File: src/rtl/led_step_if.sv
// Button inputs and step/rate/pause outputs of the LED pacing stage.
// The slave modport is the view taken by led_step_ctrl.
interface led_step_if;
  logic       btn_speed;
  logic       btn_pause;
  logic       step;
  logic [1:0] speed_sel;
  logic       paused;

  modport master (
    output btn_speed, btn_pause,
    input  step, speed_sel, paused
  );

  modport slave (
    input  btn_speed, btn_pause,
    output step, speed_sel, paused
  );
endinterface

File: src/rtl/led_step_ctrl.sv
// Step-strobe generator for the 4-LED chaser: debounced speed/pause buttons,
// four selectable rates and a pause/run FSM gating a programmable divider.
module led_step_ctrl #(
  parameter int DIV_BASE  = 4_000_000,
  parameter int DIV_WIDTH = 26,
  parameter int DB_CYCLES = 500_000,
  parameter int DB_WIDTH  = 20
) (
  input  logic       clk,
  input  logic       rst,
  led_step_if.slave  if_led
);

  typedef enum logic {
    S_RUN    = 1'b0,
    S_PAUSED = 1'b1
  } run_state_t;

  localparam int IDX_SPEED = 0;
  localparam int IDX_PAUSE = 1;
  localparam logic [DB_WIDTH-1:0] DB_LAST = DB_WIDTH'(DB_CYCLES - 1);

  logic [1:0]          w_btn_raw;
  logic [1:0]          r_sync1;
  logic [1:0]          r_sync2;
  logic [1:0]          r_db_lvl;
  logic [1:0]          r_db_prev;
  logic [DB_WIDTH-1:0] r_db_cnt [2];
  logic [1:0]          w_press;

  run_state_t          r_state;
  run_state_t          w_state_nxt;
  logic                w_advance;

  logic [DIV_WIDTH-1:0] r_cnt;
  logic [DIV_WIDTH-1:0] w_period_m1;
  logic                 r_step;
  logic [1:0]           r_sel;

  function automatic logic [DIV_WIDTH-1:0] period_m1(input logic [1:0] sel);
    return (DIV_WIDTH'(DIV_BASE) << (2'd3 - sel)) - DIV_WIDTH'(1);
  endfunction

  assign w_btn_raw = {if_led.btn_pause, if_led.btn_speed};

  // Synchronise, then require DB_CYCLES consecutive disagreeing samples to flip a level
  always_ff @(posedge clk) begin
    if (rst) begin
      r_sync1   <= '0;
      r_sync2   <= '0;
      r_db_lvl  <= '0;
      r_db_prev <= '0;
      for (int b = 0; b < 2; b++) r_db_cnt[b] <= '0;
    end else begin
      r_sync1   <= w_btn_raw;
      r_sync2   <= r_sync1;
      r_db_prev <= r_db_lvl;
      for (int b = 0; b < 2; b++) begin
        if (r_sync2[b] == r_db_lvl[b]) begin
          r_db_cnt[b] <= '0;
        end else if (r_db_cnt[b] == DB_LAST) begin
          r_db_lvl[b] <= r_sync2[b];
          r_db_cnt[b] <= '0;
        end else begin
          r_db_cnt[b] <= r_db_cnt[b] + DB_WIDTH'(1);
        end
      end
    end
  end

  assign w_press = r_db_lvl & ~r_db_prev;

  always_ff @(posedge clk) begin
    if (rst) r_state <= S_RUN;
    else     r_state <= w_state_nxt;
  end

  // The divider moves whenever the cycle ends in RUN, so a resume edge already counts
  always_comb begin
    w_state_nxt = r_state;
    w_advance   = 1'b0;
    case (r_state)
      S_RUN:    if (w_press[IDX_PAUSE]) w_state_nxt = S_PAUSED;
      S_PAUSED: if (w_press[IDX_PAUSE]) w_state_nxt = S_RUN;
      default:  w_state_nxt = S_RUN;
    endcase
    if ((w_state_nxt == S_RUN) && !w_press[IDX_SPEED]) w_advance = 1'b1;
  end

  assign w_period_m1 = period_m1(r_sel);

  // A speed press restarts the period and swallows any step due on that cycle
  always_ff @(posedge clk) begin
    if (rst) begin
      r_cnt  <= '0;
      r_step <= 1'b0;
      r_sel  <= 2'd0;
    end else begin
      r_step <= 1'b0;
      if (w_press[IDX_SPEED]) begin
        r_sel <= r_sel + 2'd1;
        r_cnt <= '0;
      end else if (w_advance) begin
        if (r_cnt == w_period_m1) begin
          r_cnt  <= '0;
          r_step <= 1'b1;
        end else begin
          r_cnt <= r_cnt + DIV_WIDTH'(1);
        end
      end
    end
  end

  assign if_led.step      = r_step;
  assign if_led.speed_sel = r_sel;
  assign if_led.paused    = (r_state == S_PAUSED);

endmodule

File: src/flat_wrapper.sv
// flat-port wrapper written by rule: the top's interface ports become plain ports
module led_step_ctrl_flat 
#(
  parameter int DIV_BASE  = 4_000_000,
  parameter int DIV_WIDTH = 26,
  parameter int DB_CYCLES = 500_000,
  parameter int DB_WIDTH  = 20
)
  (clk, rst, if_led_btn_speed, if_led_btn_pause, if_led_step, if_led_speed_sel, if_led_paused);
  led_step_if if_led_i ();
  input  logic clk;
  input  logic rst;
  input wire logic [$bits(if_led_i.btn_speed)-1:0] if_led_btn_speed;
  input wire logic [$bits(if_led_i.btn_pause)-1:0] if_led_btn_pause;
  output wire logic [$bits(if_led_i.step)-1:0] if_led_step;
  output wire logic [$bits(if_led_i.speed_sel)-1:0] if_led_speed_sel;
  output wire logic [$bits(if_led_i.paused)-1:0] if_led_paused;
  assign if_led_i.btn_speed = if_led_btn_speed;
  assign if_led_i.btn_pause = if_led_btn_pause;
  assign if_led_step = if_led_i.step;
  assign if_led_speed_sel = if_led_i.speed_sel;
  assign if_led_paused = if_led_i.paused;
  led_step_ctrl #(.DIV_BASE(DIV_BASE), .DIV_WIDTH(DIV_WIDTH), .DB_CYCLES(DB_CYCLES), .DB_WIDTH(DB_WIDTH)) u_core (.clk(clk), .rst(rst), .if_led(if_led_i));
endmodule
File: config.mk
export PLATFORM = sky130hd
export DESIGN_NAME = led_step_ctrl_flat
export DESIGN_NICKNAME = d
export VERILOG_FILES = /design/src/rtl/led_step_if.sv /design/src/rtl/led_step_ctrl.sv /design/src/flat_wrapper.sv
export SDC_FILE = /design/constraint.sdc
export NUM_CORES = 1
export LEC_CHECK = 0
export ABC_AREA = 1
export CORE_MARGIN = 3
export CORE_UTILIZATION = 45
export DETAILED_ROUTE_END_ITERATION = 10
export SYNTH_ARGS = -nofsm -noshare
export SYNTH_HDL_FRONTEND = slang
export SYNTH_SLANG_ARGS = --single-unit
export TNS_END_PERCENT = 100
File: constraint.sdc
create_clock -name clk -period 2.3 [get_ports clk]
set_clock_uncertainty 0.05 [all_clocks]
set_input_delay 0.575 -clock clk [delete_from_list [all_inputs] [get_ports clk]]
set_output_delay 0.575 -clock clk [all_outputs]
set_load 0.05 [all_outputs]
Word level (Yosys, flattened, before mapping):

Memories as Yosys holds them, arrays and structs flattened.
Cells that the tools add are included.

* add/subtract/negate cells: 6
* eq/ne operators: 5
* shifts and indexed selects: 1
* muxes and demuxes: 36
* bitwise logic cells: 13
* reduce and logical (&&, ||, !) cells: 6

Operators with widths (number)
* 2-to-1 mux 20 bit: 6
* adder 20 x 1 -> 20 bit, second input constant: 2
* equality test 20 x 19 -> 1 bit, second input constant: 2
* 2-to-1 mux 1 bit: 28
* adder 26 x 1 -> 26 bit, second input constant: 1
* equality test 26 bit: 1
* 2-to-1 mux 26 bit: 1
* left shift 22 x 2 -> 26 bit, first input constant: 1
* subtractor 26 x 2 -> 26 bit, second input constant: 1
* OR 1 bit: 6
* inverter 1 bit: 5
* AND reduction 2 bit: 2
* OR reduction 3 bit: 1
* adder 2 x 1 -> 2 bit, second input constant: 1
* bitwise AND 2 bit: 1
* equality test 1 bit: 2
* inverter 2 bit: 1
* one-hot mux 1 bit (2 select lines): 1
* OR reduction 2 bit: 1
* subtractor 2 bit, first input constant: 1
* logical AND 1 bit: 1
* logical NOT 1 bit: 1

* bits in registers: 38
* bits in writable memories: 40
* bits of input ports: 4
* output and inout port bits: 4
* logic and storage cells: 77
* memories: 1

Memories
* u_core.r_db_cnt: depth 2, bits a word 20, rd ports 2, clocked after memory_dff 0, wr ports 2, line led_step_ctrl.sv:28 `logic [DB_WIDTH-1:0] r_db_cnt [2];`

Logic depth before layout (Yosys ltp):

* word-level depth: 9
* gate-level depth with buffers: 14
* gate-level depth less buffers: 13

Worst setup path after synthesis:

No wires, ideal clock.

* kind: register -> register
* start: reg u_core.r_sel[0] (netlist: u_core.if_led.speed_sel[0])
* end: reg u_core.r_cnt[1]
* library setup time: 0.117 ns
* arrival: 2.036 ns
* required time: 2.133 ns
* setup slack: 0.097 ns
* stages on the path, launching flop included: 14
* path buffers: 1
* clock period less this slack: 2.203 ns
* path through: dfxtp_1 -> inv_1 -> ha_1 -> nor2_1 -> nand2_1 -> nand2_1 -> nand2_1 -> inv_1 -> nand2_1 -> nor2_1 -> nand3_1 -> nand2_2 -> buf_6 -> nor2_1

* cells in the longest elaborated chain, start to end: 5

RTL lines
* start, declared: line led_step_ctrl.sv:38 `logic [1:0] r_sel;`
* start signal, assigned: line led_step_ctrl.sv:101 `r_sel <= r_sel + 2'd1;`
* subtractor 2 bit: line led_step_ctrl.sv:41 `return (DIV_WIDTH'(DIV_BASE) << (2'd3 - sel)) - DIV_WIDTH'(1);`
* left shift 22 x 2 -> 26 bit: line led_step_ctrl.sv:41
* subtractor 26 x 2 -> 26 bit: line led_step_ctrl.sv:41
* equality test 26 bit: line led_step_ctrl.sv:104 `if (r_cnt == w_period_m1) begin`
* 2-to-1 mux 26 bit: line led_step_ctrl.sv:104
* end signal, assigned: line led_step_ctrl.sv:108 `r_cnt <= r_cnt + DIV_WIDTH'(1);`
* end, declared: line led_step_ctrl.sv:35 `logic [DIV_WIDTH-1:0] r_cnt;`

No other way between the ends.
A chain may end at the register's enable or synchronous reset.

Final worst setup path:

* start: reg u_core.r_step (netlist: u_core.if_led.step)
* end: out if_led_step

RTL lines
* start, declared: line led_step_ctrl.sv:37 `logic r_step;`
* start signal, assigned: line led_step_ctrl.sv:96 `r_step <= 1'b0;`
* start signal, assigned: line led_step_ctrl.sv:99 `r_step <= 1'b0;`
* start signal, assigned: line led_step_ctrl.sv:106 `r_step <= 1'b1;`
* end, declared: line flat_wrapper.sv:15 `output wire logic [$bits(if_led_i.step)-1:0] if_led_step;`

No word-level cell between the ends.

==> impl_metrics.ini <==
[worst_setup_path]
critical_path_class = reg2out
max_stage_delay_ns = 0.81
critical-path-top-delay-family = buffers and inverters
slowest_stage = clkdlybuf4s50_1
start_kind = register
crit_required_ns = 1.67
reg2reg_from = u_core.if_led.speed_sel[1]
rrSetupSlack_ns = 0.24
rr_worst_depth = 13
critPathBufInv = 1
worstPathArrival_ns = 1.48
crit_path_start = u_core.if_led.step
rr_endpoint = u_core.r_cnt[1]
path_depth = 1
cp_max_fo = 1
end_kind = output port
path_cells = clkdlybuf4s50_1

[timing]
hold_viol = 0
tightest_slew_ns = 0.516
setup_tns_ns = 0
rsz0062_at_grt = false
finalCritPeriodShare_pct = 91.5
period_needed_ns = 2.10
fmax_mhz = 475
slew_headroom_pct = 65.5
drv_slew = 0
setup_viol = 0

[hold_path]
hold_depth = 2
hold_path.class = reg2reg
hold_path_startpoint = u_core.r_sync1[0]
hold_end = u_core.r_sync2[0]

[outcome]
status = finished, final reports clean

[synth]
syn_area_per_cell_um2 = 7.29
synthFlopType = edfxtp_1
yosysWarnings = 0
synth_edf_count = 40
syn_inst = 643
ys_seq_area_share_pct = 41.9
netlist_area_mm2 = 0.00469
async_flop_share_pct = 0
yosys.area.top_type_share_pct = 25.6
synth.most_common_cell = nand2_1
yosys_register_bits = 78
ys_types = 40
synthTopCellsByCount = 159 x nand2_1, 117 x nor2_1, 84 x inv_1, 40 x edfxtp_1, 39 x nand3_1
synth_top_area_cell = edfxtp_1
synth_top_cells_by_area = edfxtp_1 26%, dfxtp_1 16%, nand2_1 13%

[clock_network]
cts_sinks = 78
cts_buffers = 9
cts_tree = done
htree_levels = 3
clock_path_buffers = 2
cts_setup_buffers = 0
root_buffer = clkbuf_8
path_clk_slew_ns = 0.08
clock_latency_ns = 0.36

[route]
wl_per_cell_um = 12.5
drt_iter0_drc = 287
viasPerCell = 4.91
totalWireLength_mm = 10.4
ant_nets = 0
routed-via-count = 4100
firstDrtPassIters = 5
post-route-drc-count = 0

[global_routing]
grt_overflow = 0
grt_antenna_before_repair = 0
grt_pass1_wl_mm = 17.9
grt_max_degree = 23
grt_pass1_vias = 3901
track_usage_pct = 19.3

[placed_design]
dp.cells = 819
port_buffers = 7
hpwl_mm = 7.87
gp_congestion = 0.942

[pwr]
pwr-share-seq_pct = 53.2
power_density_mw_per_mm2 = 542
p_comb_share_pct = 3.7
switching_share_pct = 21.8
p_int_uw = 2250
p_leak_uw = 0.00218
clkPwrFrac_pct = 43.1
p_sw_uw = 629
ir_drop_mv = 0.280

[final_layout]
num_antenna_cells = 0
nets = 711
instances_no_fill = 835
fin_util_pct = 53.4
area_growth_pct = 13.4
final_layout_size_suffix_gt1_share_pct = 6.55

[run]
cap_viol_max_count = 0

[floorplanning]
core_mm2 = 0.00995
io_pins = 8
die_x_um = 108
die_area_mm2 = 0.0117
fp.dieH_um = 108
start_util_pct = 47.1
row_count = 36
==> placed cells by master (no fill, tap or decap), types with 6 or more instances in the layout <==
cell type    n
nor3_1      21
xnor2_1      8
nand3_1     39
a21oi_1     27
conb_1      40
dfxtp_1     37
buf_4        6
inv_1       84
o21ai_0     12
ha_1        10
nand4_1     15
nor2_1     117
edfxtp_1    40
xor2_1      18
nand2_1    159
clkbuf_8     9
==> through the flow <==
stage	cell area, µm²	setup slack (ns)	total power (µW)	hold WS, ns
after floorplan	4830	0.0966	1640	0.338
after global placement	5070	0.165	1670	0.352
after detailed placement	5070	0.144	1670	0.353
after CTS	5310	0.00402	2920	0.370
after global routing	5310	0.0328	2990	0.386
final	5310	0.195	2880	0.363
==> worst reg2reg max path: stages (launching register included) <==
cell	delay [ns]
dfxtp_2	0.45
inv_1	0.15
ha_1	0.28
nor2_1	0.19
nand2_1	0.07
nand2_1	0.06
nand2_1	0.09
inv_1	0.07
nand2_1	0.05
nor2_1	0.09
nand3_1	0.10
nand2_2	0.09
buf_12	0.15
nor2_1	0.06
==> sequential cells by signal, summed over array words and instances (netlist names) <==
name                     flops
u_core.r_db_cnt             40
u_core.r_db_lvl              2
u_core.r_cnt                26
u_core.r_db_prev             2
u_core.r_sync2               2
u_core.if_led.speed_sel      2
u_core.if_led.paused         1
u_core.if_led.step           1
u_core.r_sync1               2
==> power groups by stage <==
stage / combinational, µW / sequential, µW / clock, µW
2_1_floorplan: 81.8 / 1550 / 0
3_3_place_gp: 104 / 1560 / 0
3_5_place_dp: 106 / 1560 / 0
4_1_cts: 107 / 1530 / 1280
5_1_grt: 126 / 1540 / 1330
6_report: 107 / 1530 / 1240
==> metal layers <==
layer,up-vias,routed length [µm],part of all wire (%),track usage (%)
met1,1853,5010,48,26.3
li1,2124,-,-,-
met2,106,4730,45,30.6
met5,-,0,0,0
met4,0,153,1.5,7.30
met3,17,540,5.2,3.34
==> logic make-up after synthesis <==
kind of cell | count (synthesis) | synth area share [%]
DFF | 78 | 41.9
AOI/OAI and AO/OA | 50 | 5.79
xor gates and xnor gates | 26 | 4.86
and+or+nand+nor | 384 | 36.7
other | 1 | 0.0800
buffers and inverters | 94 | 8.06
adders and majority gates | 10 | 2.67
==> final cells by class <==
class                   count  area [µm²]
clock inverters             7         111
multi-input cells         510        2490
inverters                  85         319
clock buffers               9         124
well taps                 133         166
fillers                   938        4640
flip-flops and latches     78        1960
repair buffers             13         138
==> how the worst max path moves through the flow <==
stage,end
after floorplan,u_core.r_cnt[1]
final,if_led_step
after CTS,if_led_paused
after global placement,u_core.r_cnt[1]
after detailed placement,u_core.r_cnt[1]
after global routing,u_core.r_db_cnt[1][8]
==> what timing repair did <==
item / in CTS / in global routing
endpoints found under the setup margin: 0 / 23
hold endpoints to repair: 0 / 0
resized for setup: 0 / 2
hold buffers: 0 / 0
No activity file was read; power rests on OpenSTA's default activity.
